`src/rtl/uart_pkg.sv`:
```
// Shared types and helpers for the parametrised UART receiver.
package uart_pkg;

    typedef enum logic [2:0] {
        PAR_NONE  = 3'd0,
        PAR_EVEN  = 3'd1,
        PAR_ODD   = 3'd2,
        PAR_MARK  = 3'd3,
        PAR_SPACE = 3'd4
    } parity_t;

    typedef enum logic [2:0] {
        ST_IDLE   = 3'd0,
        ST_START  = 3'd1,
        ST_DATA   = 3'd2,
        ST_PARITY = 3'd3,
        ST_STOP   = 3'd4,
        ST_BREAK  = 3'd5
    } rx_state_t;

    localparam int UART_MIN_BITS = 5;

    // Clamp a requested word length into UART_MIN_BITS..max_bits.
    function automatic logic [3:0] clamp_bits(input logic [3:0] nb, input int max_bits);
        if (int'(nb) < UART_MIN_BITS) begin
            return 4'(UART_MIN_BITS);
        end else if (int'(nb) > max_bits) begin
            return 4'(max_bits);
        end else begin
            return nb;
        end
    endfunction

    // True when the frame carries a parity bit (unknown encodings act as NONE).
    function automatic logic has_parity(input parity_t mode);
        case (mode)
            PAR_EVEN, PAR_ODD, PAR_MARK, PAR_SPACE: return 1'b1;
            default:                                return 1'b0;
        endcase
    endfunction

    // acc is the XOR of all data bits; b is the received parity bit.
    function automatic logic parity_fail(input parity_t mode, input logic acc, input logic b);
        case (mode)
            PAR_EVEN:  return acc ^ b;
            PAR_ODD:   return ~(acc ^ b);
            PAR_MARK:  return ~b;
            PAR_SPACE: return b;
            default:   return 1'b0;
        endcase
    endfunction

endpackage

```
`src/rtl/gh_uart_rx_sampler.sv`:
```
// Line synchroniser, per-bit tick counter and 3-sample majority voter.
// Reusable by any block that needs voted bits from an oversampled serial line.
module gh_uart_rx_sampler #(
    parameter int OVERSAMPLE  = 16,
    parameter int SYNC_STAGES = 2
) (
    input  logic clk,
    input  logic rst_n,
    input  logic brcx,
    input  logic srx,
    input  logic run,        // a frame (or break) is being tracked
    input  logic start,      // this brcx is tick 0 of a new start bit
    output logic rx,         // synchronised line
    output logic bit_strobe, // vote available this brcx
    output logic bit_val,
    output logic bit_noisy,
    output logic bit_end     // last tick of the bit
);

    localparam int TC_W = $clog2(OVERSAMPLE);
    localparam int M    = OVERSAMPLE / 2;
    localparam logic [TC_W-1:0] TC_S0   = TC_W'(M - 1);
    localparam logic [TC_W-1:0] TC_S1   = TC_W'(M);
    localparam logic [TC_W-1:0] TC_VOTE = TC_W'(M + 1);
    localparam logic [TC_W-1:0] TC_LAST = TC_W'(OVERSAMPLE - 1);

    logic [SYNC_STAGES-1:0] sync_q, sync_d;
    logic [TC_W-1:0]        tc_q, tc_d;
    logic                   s0_q, s0_d;
    logic                   s1_q, s1_d;

    assign rx = sync_q[SYNC_STAGES-1];

    // Next-state for synchroniser, tick counter and the two early samples.
    always_comb begin
        sync_d = sync_q;
        tc_d   = tc_q;
        s0_d   = s0_q;
        s1_d   = s1_q;
        if (brcx) begin
            sync_d = {sync_q[SYNC_STAGES-2:0], srx};
            // The detecting tick is tick 0, so the next one is tick 1.
            if (start) begin
                tc_d = TC_W'(1);
            end else if (run) begin
                tc_d = (tc_q == TC_LAST) ? '0 : tc_q + 1'b1;
            end else begin
                tc_d = '0;
            end
            if (run && tc_q == TC_S0) s0_d = rx;
            if (run && tc_q == TC_S1) s1_d = rx;
        end
    end

    // Vote uses the two stored samples plus the live line as the third.
    always_comb begin
        bit_strobe = brcx && run && (tc_q == TC_VOTE);
        bit_end    = brcx && run && (tc_q == TC_LAST);
        bit_val    = (s0_q & s1_q) | (s0_q & rx) | (s1_q & rx);
        bit_noisy  = !((s0_q & s1_q & rx) | (!s0_q & !s1_q & !rx));
    end

    // Sampler state registers; synchroniser resets to the idle (high) line.
    always_ff @(posedge clk) begin
        if (!rst_n) begin
            sync_q <= '1;
            tc_q   <= '0;
            s0_q   <= 1'b1;
            s1_q   <= 1'b1;
        end else begin
            sync_q <= sync_d;
            tc_q   <= tc_d;
            s0_q   <= s0_d;
            s1_q   <= s1_d;
        end
    end

endmodule

```
`src/rtl/gh_uart_rx_nbit.sv`:
```
// Parametrised UART receiver: 5..MAX_BITS data bits, five parity modes,
// one or two stop bits, majority-voted sampling with noise and break detection.
module gh_uart_rx_nbit
    import uart_pkg::*;
#(
    parameter int MAX_BITS    = 9,
    parameter int OVERSAMPLE  = 16,
    parameter int SYNC_STAGES = 2
) (
    input  logic                clk,
    input  logic                rst_n,
    input  logic                brcx,
    input  logic                srx,
    input  logic [3:0]          num_bits,
    input  logic [2:0]          parity_mode,
    input  logic                stop2,
    output logic [MAX_BITS-1:0] d,
    output logic                d_rdy,
    output logic                parity_er,
    output logic                frame_er,
    output logic                noise_er,
    output logic                break_itr
);

    logic rx, bit_strobe, bit_val, bit_noisy, bit_end;
    logic frame_start;
    logic run;

    rx_state_t           state_q, state_d;
    logic [3:0]          nbits_q, nbits_d;
    parity_t             par_q, par_d;
    logic [3:0]          bitcnt_q, bitcnt_d;
    logic                stops_left_q, stops_left_d;
    logic [MAX_BITS-1:0] shift_q, shift_d;
    logic                par_acc_q, par_acc_d;
    logic                par_err_q, par_err_d;
    logic                frm_err_q, frm_err_d;
    logic                noise_q, noise_d;
    logic                any_one_q, any_one_d;

    logic [MAX_BITS-1:0] d_q, d_d;
    logic                d_rdy_q, d_rdy_d;
    logic                parity_er_q, parity_er_d;
    logic                frame_er_q, frame_er_d;
    logic                noise_er_q, noise_er_d;
    logic                break_q, break_d;

    logic                brk;
    logic [3:0]          shamt;

    assign run = (state_q != ST_IDLE);

    gh_uart_rx_sampler #(
        .OVERSAMPLE (OVERSAMPLE),
        .SYNC_STAGES(SYNC_STAGES)
    ) u_sampler (
        .clk       (clk),
        .rst_n     (rst_n),
        .brcx      (brcx),
        .srx       (srx),
        .run       (run),
        .start     (frame_start),
        .rx        (rx),
        .bit_strobe(bit_strobe),
        .bit_val   (bit_val),
        .bit_noisy (bit_noisy),
        .bit_end   (bit_end)
    );

    // Frame FSM: next state, shift/parity accumulation and output capture.
    always_comb begin
        state_d      = state_q;
        nbits_d      = nbits_q;
        par_d        = par_q;
        bitcnt_d     = bitcnt_q;
        stops_left_d = stops_left_q;
        shift_d      = shift_q;
        par_acc_d    = par_acc_q;
        par_err_d    = par_err_q;
        frm_err_d    = frm_err_q;
        noise_d      = noise_q;
        any_one_d    = any_one_q;
        d_d          = d_q;
        d_rdy_d      = 1'b0;   // pulse lasts one clk regardless of brcx
        parity_er_d  = parity_er_q;
        frame_er_d   = frame_er_q;
        noise_er_d   = noise_er_q;
        break_d      = break_q;
        frame_start  = 1'b0;
        brk          = 1'b0;
        shamt        = 4'(MAX_BITS) - nbits_q;

        if (brcx) begin
            case (state_q)
                ST_IDLE: begin
                    if (!rx) begin
                        // Configuration is frozen for the whole frame here.
                        frame_start  = 1'b1;
                        state_d      = ST_START;
                        nbits_d      = clamp_bits(num_bits, MAX_BITS);
                        bitcnt_d     = clamp_bits(num_bits, MAX_BITS);
                        par_d        = parity_t'(parity_mode);
                        stops_left_d = stop2;
                        shift_d      = '0;
                        par_acc_d    = 1'b0;
                        par_err_d    = 1'b0;
                        frm_err_d    = 1'b0;
                        noise_d      = 1'b0;
                        any_one_d    = 1'b0;
                    end
                end
                ST_START: begin
                    if (bit_strobe) begin
                        noise_d = noise_q | bit_noisy;
                        if (bit_val) state_d = ST_IDLE;   // false start, silently dropped
                    end
                    if (bit_end) state_d = ST_DATA;
                end
                ST_DATA: begin
                    if (bit_strobe) begin
                        shift_d   = {bit_val, shift_q[MAX_BITS-1:1]};
                        par_acc_d = par_acc_q ^ bit_val;
                        noise_d   = noise_q | bit_noisy;
                        any_one_d = any_one_q | bit_val;
                        bitcnt_d  = bitcnt_q - 4'd1;
                    end
                    if (bit_end && bitcnt_q == 4'd0) begin
                        state_d = has_parity(par_q) ? ST_PARITY : ST_STOP;
                    end
                end
                ST_PARITY: begin
                    if (bit_strobe) begin
                        par_err_d = parity_fail(par_q, par_acc_q, bit_val);
                        noise_d   = noise_q | bit_noisy;
                        any_one_d = any_one_q | bit_val;
                    end
                    if (bit_end) state_d = ST_STOP;
                end
                ST_STOP: begin
                    if (bit_strobe) begin
                        frm_err_d = frm_err_q | !bit_val;
                        noise_d   = noise_q | bit_noisy;
                        any_one_d = any_one_q | bit_val;
                        if (stops_left_q) begin
                            stops_left_d = 1'b0;
                        end else begin
                            // Complete at the vote, not at bit end, to resync early.
                            brk         = !(any_one_q | bit_val);
                            d_d         = brk ? '0 : (shift_q >> shamt);
                            d_rdy_d     = 1'b1;
                            parity_er_d = par_err_q;
                            frame_er_d  = frm_err_q | !bit_val;
                            noise_er_d  = noise_q | bit_noisy;
                            break_d     = brk;
                            state_d     = brk ? ST_BREAK : ST_IDLE;
                        end
                    end
                end
                ST_BREAK: begin
                    if (bit_strobe && bit_val) state_d = ST_IDLE;
                end
                default: state_d = ST_IDLE;
            endcase
        end
    end

    // Frame and output registers; reset discards any frame in progress.
    always_ff @(posedge clk) begin
        if (!rst_n) begin
            state_q      <= ST_IDLE;
            nbits_q      <= 4'(UART_MIN_BITS);
            par_q        <= PAR_NONE;
            bitcnt_q     <= '0;
            stops_left_q <= 1'b0;
            par_acc_q    <= 1'b0;
            par_err_q    <= 1'b0;
            frm_err_q    <= 1'b0;
            noise_q      <= 1'b0;
            any_one_q    <= 1'b0;
            d_q          <= '0;
            d_rdy_q      <= 1'b0;
            parity_er_q  <= 1'b0;
            frame_er_q   <= 1'b0;
            noise_er_q   <= 1'b0;
            break_q      <= 1'b0;
        end else begin
            state_q      <= state_d;
            nbits_q      <= nbits_d;
            par_q        <= par_d;
            bitcnt_q     <= bitcnt_d;
            stops_left_q <= stops_left_d;
            par_acc_q    <= par_acc_d;
            par_err_q    <= par_err_d;
            frm_err_q    <= frm_err_d;
            noise_q      <= noise_d;
            any_one_q    <= any_one_d;
            d_q          <= d_d;
            d_rdy_q      <= d_rdy_d;
            parity_er_q  <= parity_er_d;
            frame_er_q   <= frame_er_d;
            noise_er_q   <= noise_er_d;
            break_q      <= break_d;
        end
    end

    // Shift register is cleared at every start, so it needs no reset.
    always_ff @(posedge clk) begin
        shift_q <= shift_d;
    end

    assign d         = d_q;
    assign d_rdy     = d_rdy_q;
    assign parity_er = parity_er_q;
    assign frame_er  = frame_er_q;
    assign noise_er  = noise_er_q;
    assign break_itr = break_q;

endmodule

```
`config.mk`:
```
export PLATFORM = sky130hd
export DESIGN_NAME = gh_uart_rx_nbit
export DESIGN_NICKNAME = d
export VERILOG_FILES = /design/src/rtl/uart_pkg.sv /design/src/rtl/gh_uart_rx_sampler.sv /design/src/rtl/gh_uart_rx_nbit.sv
export SDC_FILE = /design/constraint.sdc
export NUM_CORES = 1
export LEC_CHECK = 0
export CAP_MARGIN = 20
export CORE_UTILIZATION = 57
export CTS_CLUSTER_DIAMETER = 100
export DETAILED_ROUTE_END_ITERATION = 7
export GPL_ROUTABILITY_DRIVEN = 0
export PLACE_DENSITY_LB_ADDON = 0.15
export SYNTH_ARGS = -nofsm -noshare
export SYNTH_HDL_FRONTEND = slang
export SYNTH_SLANG_ARGS = --single-unit
```
`constraint.sdc`:
```
create_clock -name clk -period 5.1 [get_ports clk]
set_clock_uncertainty 0.15 [all_clocks]
set_input_delay 1.02 -clock clk [delete_from_list [all_inputs] [get_ports clk]]
set_output_delay 1.02 -clock clk [all_outputs]
set_load 0.01 [all_outputs]
```
Yosys cells after proc, flatten, opt, wreduce, memory -nomap -nowiden. Index checks and enable logic that the tools add are counted.

Flip-flop bits (word level): 51. Input port bits: 12.

Add/sub/neg operators: 3. Order comparisons: 2. Equal/unequal tests: 25. Shift-type cells: 1. Mux-type cells: 47. Bitwise gates (word level): 17. Reduce and logical (&&, ||, !) cells: 35.

Operators with widths (number): $mux W3 (11); $mux W4 (7); $reduce_and A4 Y1 (7); $mux W9 (3); $pmux W3 S6 (1); $pmux W9 S2 (1); $mux W1 (16); $ne A2 B2 Y1 const B (8); $eq A3 B2 Y1 const B (4); $eq A4 B4 Y1 const B (3); $pmux W1 S2 (6); $reduce_bool A2 Y1 (5); $eq A3 B3 Y1 const B (3); $reduce_and A9 Y1 (1); $shr A9 B4 Y9 (1); $pmux W4 S2 (1); $reduce_or A4 Y1 (2); $logic_and A1 B1 Y1 (7); $and A1 B1 Y1 (6); $eq A3 B1 Y1 const B (2); $logic_not A1 Y1 (6); $ne A3 B3 Y1 const B (2); $or A1 B1 Y1 (6); $add A4 B1 Y4 const B (1); 15 further kinds (20).

Longest topological paths before layout. Gate-level depths: netlist of run 1.

Word-level depth: 10. Depth in mapped cells: 8. Gate-level depth less buffers: 7.

Hierarchy. A second synthesis of run 1 with hierarchy kept.

Cell total of the unflattened synthesis: 290. Area total of the unflattened synthesis: 2731.4 µm².

By module, submodules not included: gh_uart_rx_nbit (times used 1, cells each 241, area each 2292.2 µm², seq. area each 950.9 µm²); gh_uart_rx_sampler (times used 1, cells each 49, area each 439.2 µm², seq. area each 160.2 µm²).

Least setup slack after synthesis of run 1. Ideal clock, no wire load.

Path kind: input to register. Start point: input brcx. End point: register bitcnt_q[0]. Data arrival time: 2.295 ns. Slack: 2.532 ns. Stages on the path: 6. Path buffers: 1. Cells stage by stage: buf_2 nand4b_4 a2111o_2 inv_4 mux2i_1 a21boi_1.

Longest elaborated chain between the ends: 4.

Ends and longest elaborated chain: from (decl) (RTL line gh_uart_rx_nbit.sv:12) `input logic brcx,`; $logic_and A1 B1 Y1 (2 in series) (RTL line gh_uart_rx_sampler.sv:57) `bit_strobe = brcx && run && (tc_q == TC_VOTE);`; $ne A2 B2 Y1 (no source line); $reduce_and A4 Y1 (no source line) (*); to (signal assigned) (RTL line gh_uart_rx_nbit.sv:190) `bitcnt_q <= bitcnt_d;`; to (decl) (RTL line gh_uart_rx_nbit.sv:32) `logic [3:0] bitcnt_q, bitcnt_d;`.

Every way passes the cells marked *; elsewhere a longest branch is shown, timed or not. A chain may end at the register's enable or synchronous reset.

Worst setup path after layout of run 1. Ends and elaborated chain as after synthesis.

==> results of run 1 <==
## per-layer routing
| metal | up-vias | global-route usage | wire length, um |
|---|---|---|---|
| met2 | 39 | 0.3894 | 2815 |
| li1 | 1148 | - | - |
| met4 | 0 | 0.06536 | 56 |
| met3 | 6 | 0.05000 | 158 |
| met5 | - | 0 | 0 |
| met1 | 1069 | 0.3052 | 2668 |
## flip-flops by register name, indices dropped and copies added (netlist names), 2 cells and up
signal            count
state_q               3
d                     9
nbits_q               4
par_q                 3
shift_q               9
bitcnt_q              4
u_sampler.tc_q        4
u_sampler.sync_q      2
## worst register-to-register path, cell delays in order (launching register included)
cell and delay (ps):
dfxtp_1 640, or3b_4 480, or3_1 490, or3_1 360, o211a_1 130
## layout make-up
class / count / area [um2] / area share
repair buffers: 26 / 257.7 / 0.08034
multi-input cells: 231 / 1598 / 0.4980
well taps: 67 / 83.83 / 0.02613
flip-flops and latches: 51 / 1111 / 0.3463
clock buffers: 6 / 82.58 / 0.02574
clock inverters: 2 / 35.03 / 0.01092
inverters: 10 / 40.04 / 0.01248
## placed cells by master (no fill, tap or decap), types with 8 or more instances in the layout
master	n
edfxtp_1	9
a21boi_0	8
nor2_1	22
o21ai_0	13
nand2_1	37
o21ai_1	10
inv_1	9
clkdlybuf4s50_1	25
dfxtp_1	42
and2_1	19
## how the worst max path moves through the flow
stage / from / to / slack (ps) / cells past startpoint
2_1_floorplan: brcx / bitcnt_q[0] / 2530 / 6
3_3_place_gp: brcx / frame_er / 1680 / 5
3_5_place_dp: brcx / bitcnt_q[0] / 1620 / 6
4_1_cts: brcx / bitcnt_q[0] / 1940 / 6
5_1_grt: brcx / frame_er / 1810 / 5
6_report: brcx / bitcnt_q[0] / 1930 / 6
## metrics by stage
stage | hold slack [ps] | cells | cell area (um2) | setup WS (ps)
floorplan | 281.0 | 307 | 2810 | 2532
global placement | 297.6 | 385 | 3090 | 1675
detailed placement | 299.1 | 385 | 3090 | 1619
CTS | 312.0 | 393 | 3208 | 1944
global route | 348.0 | 393 | 3208 | 1808
finish | 307.3 | 393 | 3208 | 1931
## power by group through the flow
stage               logic (uW)  clock network, uW  registers (uW)
CTS                        147                297             458
detailed placement         146                  0             467
global route               163                310             462
finish                     147                290             458
global placement           145                  0             467
floorplan                  122                  0             452
## cell families after synthesis
kind of cell / Yosys count
fa+ha+maj: 8
flops: 51
compound gates: 77
mux: 15
buf+inv: 25
simple gates: 130
xor+xnor: 1
==> metrics.cfg, run 1 <==
[critical_path]
regToRegEndpoint = frame_er
critPathTopFamily = buffers and inverters
reg2reg_depth = 4
path_cells = clkdlybuf4s50_1 > nand4b_4 > a2111o_2 > inv_4 > mux2i_1 > a21boi_1
endpoint_kind = flip-flop
cp_slowest_stage_delay_ps = 880
critPathLaunchType = input pin
crit_arrival_ps = 3210
r2r_slack_ps = 2760
crit_type = in2reg
cp_num_buf_inv = 2
cp.required_ps = 5140
critPathSlowestCell = clkdlybuf4s50_1
r2r_start = state_q[2]
crit_fanout = 18

[global_route]
grt_pass1_vias = 2013
grt_max_degree = 24
antenna_found_initial = 0
grt-ovfl-total = 0
grt_first_pass_wirelength_mm = 9.446
grt.total_usage = 0.2333

[floorplan]
dieArea_um2 = 5215
core-area_um2 = 4723
ios = 26
die_w_um = 72.22
die_h_um = 72.22
rows = 25
start_util = 0.5950

[logic_synthesis]
yosys.area_share.simple = 0.2667
synth_flop_cell = dfxtp_1
synth_top_family_by_area = simple AND/OR/NAND/NOR gates
synth_top_area_frac = 0.2992
synth_area_leaders = dfxtp_1 (30%), edfxtp_1 (9.6%), nand2_1 (4.9%), and2_1 (4.2%), mux4_2 (4.0%)
synth_seq_area_share = 0.3954
synth-edff-count = 9
synthDistinctLibCells = 60
synth_seq_cells = 51
synthTopCellsByCount = dfxtp_1 (42), nand2_1 (37), nor2_1 (22), and2_1 (19), o21ai_0 (13)
yosys_warnings = 0
synth.most_common_cell = dfxtp_1
syn_nets = 325
synth_compound_area_frac = 0.1874
synth-adder-area-share = 0.03428
synth_area_um2 = 2810
synthMuxAreaShare = 0.07703
synthCells = 307
synthArstFlopShare = 0
synth_xor_area_frac = 0.003117
postSynthAreaPerCell_um2 = 9.154
synth_top_area_cell = dfxtp_1

[power]
leakagePower_uw = 0.001210
p_seq_frac = 0.512
p_switching_uw = 235.9
p_clk_frac = 0.324
power_uw = 894.7
vdd_drop_max_mv = 0.1697
p_int_uw = 658.8
cellPowerDensity_nw_per_um2 = 278.9
pwr-share-comb = 0.164
p_sw_frac = 0.2636

[drt]
routedWlPerCell_um = 14.50
drcViolationCount = 0
ant_nets = 0
drtPass1Iterations = 4
drt_wl_total_mm = 5.697
via_count = 2262
vias_per_cell = 5.756
drt_iter0_drc = 100

[sta]
rsz0062_at_grt = no
post-route-min-period_ps = 3169
max_freq_ghz = 0.3156
period_share = 0.6213
relSlewSlack = 0.5428
drv_slew = 0
setup_tns_ps = 0
hold_viol = 0
tightest_slew_ps = 683.6
setup_viol = 0

[clock_tree]
cts_setup_buffers = 0
ctsResizeCount = 0
hold_buffers = 0
cts-root-buf = clkbuf_8
cts_tree = done
cts.reportedPaths.clkPinSlew_ps = 90
clock_latency_ps = 300
htree_levels = 2
clock_sinks = 51
clk_path_buf_depth = 2
cts_made_buffers = 5

[worst_hold_path]
hold_path_depth = 2
hold_path.startpoint = parity_er
hold_path_end = parity_er
min_path_type = reg2reg

[layout]
nets = 343
drive_above_1_share = 0.08589
area_growth_pct = 14.16
fillers = 410
antennaDiodeCount = 0
final_util = 0.6792

[place]
hpwl_mm = 4.042
port_buffers = 25

[flow_run]
maxCapViolations = 0

[run_status]
outcome = finished clean

Note: power is estimated with default switching activity, not from simulation.
==> run 2, diff against run 1 <==
- CORE_UTILIZATION: 57 -> 52
- clock period: 5.1 -> 2.86 ns (I/O delays scaled with it)
==> run 2 against run 1 <==
Effect of this change:
- sequential cell count unchanged
- setup slack worse by 1400 ps
- combinational power up 95%
- via count up 2.4%
- final cell count up 2.8%
- global-route usage down 0.92 points
- register-to-register slack worse by 2200 ps
- die area up 9.3%
- first-iteration DRC count down 2.0%
- worst hold slack better by 7.5 ps
- design area up 1.9%
- sequential power up 76%
- critical path type unchanged
- critical endpoint unchanged
==> metrics.cfg, run 2 (synthesis gave the netlist of run 1 again) <==
[run_status]
outcome = finished clean

[layout]
layout_common_cells = dfxtp_1 (42), nand2_1 (37), clkdlybuf4s50_1 (25)
fillers = 470  ; +15%
fin_cells = 404  ; +2.8%
final_common_cell = dfxtp_1
area_growth_pct = 16.30
drive_above_1_share = 0.1078  ; +0.02189
antennaDiodeCount = 0  ; unchanged
nets = 351  ; +2.3%

[sta]
period_share = 0.8242
relSlewSlack = 0.6130  ; +0.07018
tightest_slew_ps = 565.9  ; -117.8 ps
rsz0062_at_grt = no
setup_viol = 0  ; unchanged
post-route-min-period_ps = 2357
max_freq_ghz = 0.4242
hold_viol = 0  ; unchanged
drv_slew = 0  ; unchanged
setup_tns_ps = 0  ; unchanged

[floorplan]
rows = 26  ; +4.0%
die_h_um = 75.52  ; +4.6%
die_w_um = 75.52  ; +4.6%
dieArea_um2 = 5703  ; +9.3%
ios = 26  ; unchanged
core-area_um2 = 5140  ; +8.8%
start_util = 0.5467  ; -0.04823

[drt]
drt-met1-wl_mm = 2.715  ; +1.8%
drt_iter0_drc = 98  ; -2.0%
wl_met3_um = 195  ; +23%
dr_wl_met2_mm = 3.003  ; +6.7%
drcViolationCount = 0  ; unchanged
drt_wl_total_mm = 6.036  ; +6.0%
ant_nets = 0  ; unchanged
top_layer = met4
vias_per_cell = 5.733  ; -0.40%
routedWlPerCell_um = 14.94  ; +3.1%
drtPass1Iterations = 4  ; unchanged
via_count = 2316  ; +2.4%

[critical_path]
cp_num_buf_inv = 2  ; unchanged
crit_type = in2reg
cp_slowest_stage_delay_ps = 670  ; -210 ps
path_cells = clkdlybuf4s50_1 > nand2_2 > a2111o_2 > inv_4 > mux2i_1 > a21boi_1
critPathTopFamily = buffers and inverters
crit_fanout = 14  ; -4
critPathLaunchType = input pin
endpoint_kind = flip-flop
critPathSlowestCell = clkdlybuf4s50_1
cp.required_ps = 2900  ; -2240 ps
crit_arrival_ps = 2400  ; -810 ps

[global_route]
grt_max_degree = 24  ; unchanged
grt_pass1_vias = 2090  ; +3.8%
antenna_found_initial = 0  ; unchanged
grt-ovfl-total = 0  ; unchanged
grt.total_usage = 0.2241  ; -0.009155
grt_first_pass_wirelength_mm = 9.722  ; +2.9%

[power]
p_clk_frac = 0.319  ; -0.005
pwr-share-comb = 0.179  ; +0.015
leakagePower_uw = 0.001247  ; +3.1%
p_seq_frac = 0.502  ; -0.010
cellPowerDensity_nw_per_um2 = 490.2  ; +76%
p_int_uw = 1164  ; +77%
p_sw_frac = 0.2732  ; +0.009542
vdd_drop_max_mv = 0.2828  ; +67%
p_switching_uw = 437.6  ; +86%

[place]
hpwl_mm = 4.395  ; +8.7%
port_buffers = 25  ; unchanged
place_inst = 396  ; +2.9%

[clock_tree]
cts-root-buf = clkbuf_8
cts_tree = done
htree_levels = 2  ; unchanged
hold_buffers = 0  ; unchanged
cts_setup_buffers = 0  ; unchanged
ctsResizeCount = 0  ; unchanged
clk_path_buf_depth = 2  ; unchanged
cts.reportedPaths.clkPinSlew_ps = 100  ; about the same
clock_sinks = 51  ; unchanged
cts_made_buffers = 5  ; unchanged
clock_latency_ps = 310  ; about the same

[flow_run]
maxCapViolations = 0  ; unchanged

[worst_hold_path]
min_path_type = reg2reg

[run 2: cell types whose count changed in the layout (fill, tap and decap cells not counted), sizes merged]
cell    before  now
clkbuf       6    5
clkinv       1    0
buf          1    9
inv         10   12
[run 2: per-layer routing]
| metal | track usage | up-vias |
|---|---|---|
| li1 | - | 1168 |
| met1 | 0.2722 | 1092 |
| met2 | 0.3978 | 46 |
| met3 | 0.03307 | 10 |
| met4 | 0.09053 | 0 |
| met5 | 0 | - |
[run 2: worst min-delay path: cells and delay by family (launching register included)]
kind	cells	cell delay [ps]
AO/OA/AOI/OAI	1	50
flip-flops	1	320
AND/OR/NAND/NOR	1	50
[run 2: power by group through the flow]
stage | combinational [uW] | sequential [uW] | clock (uW)
after detailed placement | 284 | 821 | 0
after CTS | 287 | 804 | 524
final | 286 | 805 | 511
after global routing | 315 | 811 | 549
after floorplan | 217 | 807 | 0
after global placement | 282 | 820 | 0
[run 2: final cells by class]
class | count | area, um2 | area share
Sequential cell | 51 | 1111 | 0.3400
Tap cell | 70 | 87.58 | 0.02680
Clock inverter | 3 | 45.04 | 0.01378
Inverter | 10 | 40.04 | 0.01225
Clock buffer | 5 | 68.82 | 0.02106
Timing Repair Buffer | 34 | 317.8 | 0.09724
Multi-Input combinational cell | 231 | 1598 | 0.4889
[run 2: through the flow]
step / setup WS (ps) / hold slack, ps / area (um2) / power (uW) / util
finish: 502.8 / 314.8 / 3268 / 1602 / 0.6358
global route: 372.7 / 346.3 / 3268 / 1676 / 0.6358
CTS: 501.1 / 318.1 / 3268 / 1614 / 0.6358
detailed placement: 178.8 / 303.7 / 3154 / 1105 / 0.6137
global placement: 199.7 / 298.2 / 3154 / 1102 / 0.6137
floorplan: 739.6 / 281.0 / 2810 / 1024 / -
[run 2: path summary, 6_finish.rpt]
| check | start | end | slack (ps) | cells after the start |
|---|---|---|---|---|
| min | break_itr | break_itr | 310 | 2 |
| min reg2reg | break_itr | break_itr | 310 | 2 |
| max | brcx | bitcnt_q[0] | 500 | 6 |
| max reg2reg | state_q[1] | bitcnt_q[0] | 610 | 6 |
==> run 3, diff against run 2 <==
- CORE_UTILIZATION: 52 -> 57
- clock period: 2.86 -> 2.2 ns (I/O delays scaled with it)
==> run 3 against run 2 <==
Effect of this change:
- non-clock buffer count grew 14
- setup slack got worse by 450 ps
- global-route usage up 2.4 points
- first-iteration DRC count shrank 14%
- total power grew 30%
- register-to-register slack worse by 480 ps
- combinational power rose by 38%
- sequential share of layout area decreased by 0.96 points
- sequential power up 30%
- clock power is 26% higher
- design area grew 2.9%
- largest cell class unchanged
- highest routed layer unchanged
==> metrics.cfg, run 3 (synthesis gave the netlist of run 1 again) <==
[clock_tree]
cts_setup_buffers = 0  ; unchanged
cts.reportedPaths.clkPinSlew_ps = 90  ; about the same
ctsResizeCount = 0  ; unchanged
hold_buffers = 0  ; unchanged
cts-root-buf = clkbuf_8
cts_made_buffers = 5  ; unchanged
cts_tree = done
clock_sinks = 51  ; unchanged
clock_latency_ps = 300  ; about the same
clk_path_buf_depth = 2  ; unchanged
htree_levels = 2  ; unchanged

[place]
port_buffers = 25  ; unchanged
place_inst = 407  ; +2.8%
pre_cts_slack_ps = -249.9  ; -428.8 ps
postPlaceCellArea_um2 = 3256  ; +3.2%
hpwl_mm = 4.495  ; +2.3%

[critical_path]
reg2reg_depth = 7  ; +1
path_cells = clkdlybuf4s50_1 > buf_4 > nand4b_4 > a2111o_2 > inv_4 > mux2i_1 > a21boi_1
cp.required_ps = 2240  ; -660 ps
critPathTopFamily = buffers and inverters
crit_type = in2reg
cp_num_buf_inv = 3  ; +1
critPathSlowestCell = a2111o_2
cp_slowest_stage_delay_ps = 550  ; -120 ps
critPathLaunchType = input pin
r2r_slack_ps = 130  ; -480 ps
regToRegEndpoint = bitcnt_q[0]
r2r_start = u_sampler.tc_q[1]
crit_fanout = 14  ; unchanged
endpoint_kind = flip-flop
crit_arrival_ps = 2190  ; -210 ps

[global_route]
grt_max_degree = 28  ; +17%
grt_first_pass_wirelength_mm = 10.16  ; +4.5%
grt.total_usage = 0.2479  ; +0.02373
grt-ovfl-total = 0  ; unchanged
grt_pass1_vias = 2195  ; +5.0%
antenna_found_initial = 0  ; unchanged
use_met1 = 0.3163  ; +0.04405
use_met2 = 0.4309  ; +0.03313
grt_use_met3 = 0.03750  ; +0.004431
grt_busiest_layer = met2

[run_status]
outcome = finished clean

[layout]
nets = 365  ; +4.0%
area_growth_pct = 19.68
layout_common_cells = dfxtp_1 (42), nand2_1 (37), clkdlybuf4s50_1 (25)
antennaDiodeCount = 0  ; unchanged
drive_above_1_share = 0.1408  ; +0.03302
final_common_cell = dfxtp_1
fin_area_um2 = 3363  ; +2.9%
final_util = 0.7121  ; +0.07622
fin_cells = 415  ; +2.7%

[worst_hold_path]
min_path_type = reg2reg
hold_path_end = break_itr
hold_path.startpoint = break_itr
hold_path_depth = 2  ; unchanged

[sta]
post-route-min-period_ps = 2146
tightest_slew_ps = 563.2  ; -2.684 ps
max_freq_ghz = 0.4659
period_share = 0.9756
rsz0062_at_grt = no
relSlewSlack = 0.6216  ; +0.008655
postLayoutSetupSlackWorst_ps = 53.75  ; -449.1 ps
drv_slew = 0  ; unchanged
hold_viol = 0  ; unchanged
setup_viol = 0  ; unchanged

[drt]
drt_iter0_drc = 84  ; -14%
drcViolationCount = 0  ; unchanged
ant_nets = 0  ; unchanged
drt_wl_total_mm = 6.049  ; +0.22%
drtPass1Iterations = 4  ; unchanged
vias_per_cell = 5.655  ; -1.3%
via_count = 2347  ; +1.3%
routedWlPerCell_um = 14.58  ; -2.4%

[power]
cellPowerDensity_nw_per_um2 = 620.4  ; +27%
vdd_drop_max_mv = 0.3886  ; +37%
leakagePower_uw = 0.001312  ; +5.2%
power_uw = 2087  ; +30%

[flow_run]
maxCapViolations = 0  ; unchanged

[floorplan]
ios = 26  ; unchanged
dieArea_um2 = 5215  ; -8.5%
die_h_um = 72.22  ; -4.4%
start_util = 0.5950  ; +0.04823
core-area_um2 = 4723  ; -8.1%
die_w_um = 72.22  ; -4.4%
rows = 25  ; -3.8%

==> run 3: changes by cell type in the layout (fill, tap and decap cells not counted) <==
cell	before	now
buf_4	9	23
clkinv_1	0	1
clkinv_2	0	1
inv_4	2	1
inv_6	1	0
==> run 3: area by class of cell <==
type                    instances  area, um2
clock buffers                   5      68.82
clock inverters                 3      38.79
fillers                       384       1360
inverters                      10      40.04
multi-input cells             231       1598
flip-flops and latches         51       1111
well taps                      67      83.83
repair buffers                 48      422.9
==> run 3: power by group <==
group          internal [uW]  leakage, uW  switching (uW)  total (uW)
registers                996     0.000425            51.0        1050
logic                    190     0.000831             203         394
clock network            334    0.0000556             312         646
==> run 3: worst register-to-register path, delay by kind of cell, from the launching register on <==
family | cells | cell delay, ps
AO/OA/AOI/OAI | 2 | 630
flip-flops | 1 | 340
buffers and inverters | 2 | 270
adder cells (fa/ha/maj) | 1 | 250
multiplexers | 1 | 210
AND/OR/NAND/NOR | 1 | 130
==> run 3: through the flow <==
stage / setup TNS, ps / hold WS [ps]
floorplan: 0 / 281.0
global placement: -3276 / 293.2
detailed placement: -3805 / 298.1
CTS: 0 / 311.4
global route: 0 / 346.4
finish: 0 / 309.9
==> run 3: worst max-delay path by stage <==
| stage | end | slack (ps) | start | depth (start not counted) |
|---|---|---|---|---|
| after CTS | bitcnt_q[0] | 60 | brcx | 7 |
| after global placement | bitcnt_q[0] | -220 | brcx | 7 |
| after floorplan | d[3] | 170 | nbits_q[1] | 8 |
| final | bitcnt_q[0] | 50 | brcx | 7 |
| after global routing | bitcnt_q[0] | 8 | brcx | 7 |
| after detailed placement | bitcnt_q[0] | -250 | brcx | 7 |
==> run 3: per-layer routing <==
metal	vias up	wire, um
met4	0	82
met3	9	184
li1	1194	-
met5	-	0
met1	1103	2773
met2	41	3009
